--- src/rtl/button_conditioner.sv ---
// -----------------------------------------------------------------------------
// button_conditioner
//   Cleans up raw push-button inputs before they reach the clock front end.
//   Each channel has three stages:
//     - a 2-flop synchronizer
//     - a debounce filter that accepts a new level only after it has held for
//       DEBOUNCE_CYCLES consecutive clocks
//     - a hold FSM that produces press/release/long-press pulses and a step
//       pulse (press plus timed auto-repeat on channels enabled in
//       REPEAT_MASK)
//
// Ports
//   clk          in   1      system clock
//   rst          in   1      synchronous reset, active-high
//   btn_raw      in   N_BTN  asynchronous raw buttons, 1 = pressed
//   btn_level    out  N_BTN  debounced level
//   btn_press    out  N_BTN  1-cycle pulse on accepted press
//   btn_release  out  N_BTN  1-cycle pulse on accepted release
//   btn_long     out  N_BTN  1-cycle pulse when the hold reaches LONG_CYCLES
//   btn_step     out  N_BTN  press pulse OR auto-repeat pulse
// -----------------------------------------------------------------------------
module button_conditioner #(
  parameter int               N_BTN           = 4,
  parameter int               DEBOUNCE_CYCLES = 500000,
  parameter int               LONG_CYCLES     = 50000000,
  parameter int               REPEAT_CYCLES   = 10000000,
  parameter logic [N_BTN-1:0] REPEAT_MASK     = N_BTN'(4'b0011)
) (
  input  logic             clk,
  input  logic             rst,
  input  logic [N_BTN-1:0] btn_raw,
  output logic [N_BTN-1:0] btn_level,
  output logic [N_BTN-1:0] btn_press,
  output logic [N_BTN-1:0] btn_release,
  output logic [N_BTN-1:0] btn_long,
  output logic [N_BTN-1:0] btn_step
);

  localparam int DB_W   = $clog2(DEBOUNCE_CYCLES);
  localparam int HOLD_W = $clog2(LONG_CYCLES);
  localparam int REP_W  = $clog2(REPEAT_CYCLES);

  localparam logic [DB_W-1:0]   DB_LAST   = DB_W'(DEBOUNCE_CYCLES - 1);
  localparam logic [HOLD_W-1:0] HOLD_LAST = HOLD_W'(LONG_CYCLES - 1);
  localparam logic [REP_W-1:0]  REP_LAST  = REP_W'(REPEAT_CYCLES - 1);

  typedef enum logic [1:0] {
    ST_RELEASED = 2'd0,
    ST_HELD     = 2'd1,
    ST_REPEAT   = 2'd2
  } hold_state_e;

  logic [N_BTN-1:0] sync1_r;
  logic [N_BTN-1:0] sync2_r;

  // Two-flop synchronizer for all channels.
  always_ff @(posedge clk) begin
    if (rst) begin
      sync1_r <= {N_BTN{1'b0}};
      sync2_r <= {N_BTN{1'b0}};
    end else begin
      sync1_r <= btn_raw;
      sync2_r <= sync1_r;
    end
  end

  for (genvar g = 0; g < N_BTN; g++) begin : g_chan
    logic [DB_W-1:0]   db_cnt_r;
    logic              stable_r;
    hold_state_e       state_r;
    logic [HOLD_W-1:0] hold_cnt_r;
    logic [REP_W-1:0]  rep_cnt_r;
    logic              press_r;
    logic              release_r;
    logic              long_r;
    logic              step_r;

    logic              accept_s;
    logic              rise_s;
    logic              fall_s;
    logic [DB_W-1:0]   db_next_s;
    logic [HOLD_W-1:0] hold_next_s;
    logic [REP_W-1:0]  rep_next_s;

    // Acceptance decode: the synchronized level has differed from the stable
    // level for the full debounce window, so this edge flips stable.
    always_comb begin
      db_next_s   = db_cnt_r + DB_W'(1);
      hold_next_s = hold_cnt_r + HOLD_W'(1);
      rep_next_s  = rep_cnt_r + REP_W'(1);
      if ((sync2_r[g] != stable_r) && (db_cnt_r == DB_LAST)) begin
        accept_s = 1'b1;
      end else begin
        accept_s = 1'b0;
      end
      rise_s = accept_s & sync2_r[g];
      fall_s = accept_s & ~sync2_r[g];
    end

    // Debounce filter: any return to the stable value restarts the window.
    always_ff @(posedge clk) begin
      if (rst) begin
        db_cnt_r <= {DB_W{1'b0}};
        stable_r <= 1'b0;
      end else if (sync2_r[g] == stable_r) begin
        db_cnt_r <= {DB_W{1'b0}};
      end else if (db_cnt_r == DB_LAST) begin
        stable_r <= sync2_r[g];
        db_cnt_r <= {DB_W{1'b0}};
      end else begin
        db_cnt_r <= db_next_s;
      end
    end

    // Hold FSM with registered pulse outputs. A release overrides whatever
    // the FSM would otherwise do in that cycle, so no step/long can coincide
    // with it.
    always_ff @(posedge clk) begin
      if (rst) begin
        state_r    <= ST_RELEASED;
        hold_cnt_r <= {HOLD_W{1'b0}};
        rep_cnt_r  <= {REP_W{1'b0}};
        press_r    <= 1'b0;
        release_r  <= 1'b0;
        long_r     <= 1'b0;
        step_r     <= 1'b0;
      end else begin
        press_r   <= 1'b0;
        release_r <= 1'b0;
        long_r    <= 1'b0;
        step_r    <= 1'b0;
        if (fall_s) begin
          state_r    <= ST_RELEASED;
          hold_cnt_r <= {HOLD_W{1'b0}};
          rep_cnt_r  <= {REP_W{1'b0}};
          release_r  <= 1'b1;
        end else begin
          case (state_r)
            ST_RELEASED: begin
              if (rise_s) begin
                state_r    <= ST_HELD;
                hold_cnt_r <= {HOLD_W{1'b0}};
                rep_cnt_r  <= {REP_W{1'b0}};
                press_r    <= 1'b1;
                step_r     <= 1'b1;
              end
            end
            ST_HELD: begin
              // The long pulse is issued on the edge that brings hold_cnt to
              // its terminal value. Once there the counter parks, which is
              // what keeps non-repeat channels to a single long pulse.
              if (hold_cnt_r != HOLD_LAST) begin
                hold_cnt_r <= hold_next_s;
                if (hold_next_s == HOLD_LAST) begin
                  long_r <= 1'b1;
                  if (REPEAT_MASK[g]) begin
                    state_r   <= ST_REPEAT;
                    rep_cnt_r <= {REP_W{1'b0}};
                    step_r    <= 1'b1;
                  end
                end
              end
            end
            ST_REPEAT: begin
              if (rep_cnt_r == REP_LAST) begin
                rep_cnt_r <= {REP_W{1'b0}};
                step_r    <= 1'b1;
              end else begin
                rep_cnt_r <= rep_next_s;
              end
            end
            default: begin
              state_r    <= ST_RELEASED;
              hold_cnt_r <= {HOLD_W{1'b0}};
              rep_cnt_r  <= {REP_W{1'b0}};
            end
          endcase
        end
      end
    end

    assign btn_level[g]   = stable_r;
    assign btn_press[g]   = press_r;
    assign btn_release[g] = release_r;
    assign btn_long[g]    = long_r;
    assign btn_step[g]    = step_r;
  end

endmodule

--- config.mk ---
export PLATFORM = sky130hd
export DESIGN_NAME = button_conditioner
export DESIGN_NICKNAME = d
export VERILOG_FILES = /design/src/rtl/button_conditioner.sv
export SDC_FILE = /design/constraint.sdc
export NUM_CORES = 1
export LEC_CHECK = 0
export BUFFER_PORTS_ARGS = -buffer_cell sky130_fd_sc_hd__clkbuf_2
export CORE_UTILIZATION = 55
export CTS_BUF_LIST = sky130_fd_sc_hd__clkbuf_2 sky130_fd_sc_hd__clkbuf_4 sky130_fd_sc_hd__clkbuf_8
export DETAILED_ROUTE_END_ITERATION = 6
export PLACE_DENSITY = 0.74
export REMOVE_ABC_BUFFERS = 1
export SLEW_MARGIN = 0
export SYNTH_ARGS = -nofsm -noshare
export SYNTH_HDL_FRONTEND = slang
export SYNTH_SLANG_ARGS = --single-unit
--- constraint.sdc ---
create_clock -name clk -period 2.8 [get_ports clk]
set_clock_uncertainty 0.1 [all_clocks]
set_input_delay 0.28 -clock clk [delete_from_list [all_inputs] [get_ports clk]]
set_output_delay 0.28 -clock clk [all_outputs]
set_load 0.01 [all_outputs]
==> results.cfg <==
[run_status]
status = finished with violations
violations = negative setup slack

[place]
dpl.cell_count = 2147
placed_area_um2 = 15000
dp_slack_ns = -0.1596
io_buffers = 25
routabilityCongestion = 0.9069
dp_hpwl_um = 22440

[sta]
final.setup.worst_slack_ns = -0.04807
setup_viol_count_final = 4
max_clock_freq_mhz = 351.1
fin_crit_sh_pct = 101.7
hold_violations = 0
rsz0062_at_grt = yes
whs_ns = 0.1790
drv_slew = 0
worst_pin_slew_ns = 0.7300
tns_ns = -0.1001
period_minus_slack_ns = 2.848
maxSlewHeadroom_pct = 51.15

[layout]
mostFrequentLayoutCells = dfxtp_1, nor2_1, a21oi_1
drive_above_1_share_pct = 18.59
syn2layout_area_growth_pct = 18.57
multi_input_area_um2 = 8468
final_area_um2 = 16610
final_common_cell = dfxtp_1
utilization_pct = 66.14
filler_cell_count = 2155
stdcell_count = 2256
fin_nets = 1908
register_area_um2 = 5230
num_antenna_cells = 0

[floorplan]
initial_core_util_pct = 55.78
die_w_um = 161.6
rows = 58
die-area_um2 = 26100
io_pins = 26
core-area_um2 = 25110
die_h_um = 161.6

[yosys]
yosys_register_bits = 260
synth.area.top_cells = dfxtp_1, nor2_1, a21oi_1, o21ai_0, nand2_1
netlist_area_um2 = 14000
ys_types = 90
yosysSeqAreaShare_pct = 37.17
syn_inst = 1779
async_reset_ff_share_pct = 0
synth.avg_cell_area_um2 = 7.872
synth_edf_count = 0
synth-main-ff-cell = dfxtp_1
yosysWarnings = 0
synth_top_cell_by_area = dfxtp_1
synth_top_area_share_pct = 37.17

[critical_path]
cp_data_arrival_time_ns = 3.18
critical_path_required_ns = 3.14
worst-path-max-fanout = 5
critPathKind = flip-flop to flip-flop
start_kind = flip-flop
end_kind = flip-flop

[clocking]
clkSlewWorstSetupHoldPaths_ns = 0.07
cts_buffers = 46
ctsRootBufferMaster = clkbuf_8
cts_buffer_depth = 3
cts.sink_count = 260
htree_levels = 2
cts_tree = built
worstSkewPairLatency_ns = 0.57

[pwr]
total_leakage_power_nw = 5.751
p_total_mw = 7.948
power_density_nw_per_um2 = 478.6
ir_drop_mv = 0.5480

[routing]
drt_pre_antenna_iters = 6
via_per_inst = 5.906
postRouteAntennaNets = 0
vias = 13320
drcViolationCount = 0
routedWlPerCell_um = 15.15
first_iter_violations = 1013
routed_wl_um = 34180

[hold_path]
hold_class = input port to flip-flop

[global_routing]
antenna_found_initial = 0
grt_pass1_vias = 12330
grt_max_degree = 32
grt_usage_pct = 25.61
grt_pass1_wl_um = 57190
grt_overflow = 0

[job]
drv_cap = 0
[path summary, 6_finish.rpt]
check / slack (ns) / cells after the start / from / end
worst min-delay path: 0.18 / 3 / rst / g_chan[2].release_r$_SDFF_PP0_
worst max-delay path: -0.05 / 12 / g_chan[1].hold_cnt_r[12]$_SDFFE_PP0P_ / g_chan[1].rep_cnt_r[8]$_SDFFE_PP0P_
worst max register to register: -0.05 / 12 / g_chan[1].hold_cnt_r[12]$_SDFFE_PP0P_ / g_chan[1].rep_cnt_r[8]$_SDFFE_PP0P_
worst min register to register: 0.34 / 1 / sync1_r[0]$_SDFF_PP0_ / sync2_r[0]$_SDFF_PP0_
[critical path, stage by stage (launching register included)]
cell and delay [ns]:
dfxtp_2 0.35, buf_6 0.11, nand2_4 0.04, or3_4 0.40, buf_6 0.14, o31a_1 0.25, a211oi_2 0.25, nand4_2 0.16
nor4_4 0.22, buf_4 0.19, a2111oi_4 0.06, buf_4 0.17, a211o_1 0.28
[flip-flops by register name, indices dropped and copies added (netlist names)]
| register | flops |
|---|---|
| sync2_r | 4 |
| g_chan.rep_cnt_r | 48 |
| g_chan.hold_cnt_r | 104 |
| g_chan.db_cnt_r | 76 |
| g_chan.long_r | 4 |
| g_chan.step_r | 2 |
| sync1_r | 4 |
| g_chan.state_r | 6 |
| g_chan.stable_r | 4 |
| g_chan.press_r | 4 |
| g_chan.release_r | 4 |
[kinds of logic after synthesis]
logic type,after synthesis,share of synthesized area (%)
and+or+nand+nor,865,32.29
xor gates and xnor gates,108,6.754
buffers and inverters,138,4.485
AOI/OAI and AO/OA,385,17.31
muxes,9,0.7415
adders and majority gates,14,1.251
DFF,260,37.17
[synth_stat cells (all sizes together), types with 16 or more instances]
cell type / n
and2: 17
nand2: 139
nor3: 51
buf: 40
dfxtp: 260
inv: 26
a21oi: 147
o21ai: 110
nand4: 40
and3: 58
a31oi: 31
nor2: 250
nand3: 101
xnor2: 51
nand4b: 16
or3: 42
clkbuf: 72
nor2b: 23
xor2: 57
nor4: 38
[power by group]
group | switching (mW) | internal (mW) | leakage (nW)
clock | 1.64 | 2.36 | 0.564
combinational | 0.143 | 0.0705 | 3.08
sequential | 0.0199 | 3.71 | 2.10
[per-layer routing]
metal / part of all wire, % / GRT usage [%] / wire length (µm)
met3: 4.5 / 4.058 / 1540
met2: 48 / 42.38 / 16530
met1: 44 / 33.42 / 15190
met5: 0 / 0 / 0
met4: 2.7 / 9.820 / 908
[what timing repair did]
item / 4_1_cts / 5_1_grt
setup endpoints to repair: 26 / 91
hold buffers: 4 / 0
pin swaps: 26 / 18
setup buffers: 10 / 8
cloned: 1 / 0
resized for setup: 29 / 57
endpoints found under the hold margin: 4 / 0
[final cells by class]
cell class                 instances  area share, %
clock inverter                    21          1.281
tap                              330          2.486
clock buffer                      65          5.161
sequential                       260          31.49
inverter                          26         0.5877
multi-input combinational       1381          50.99
timing repair buffer             173          7.994
(Power assumes the default switching activity.)
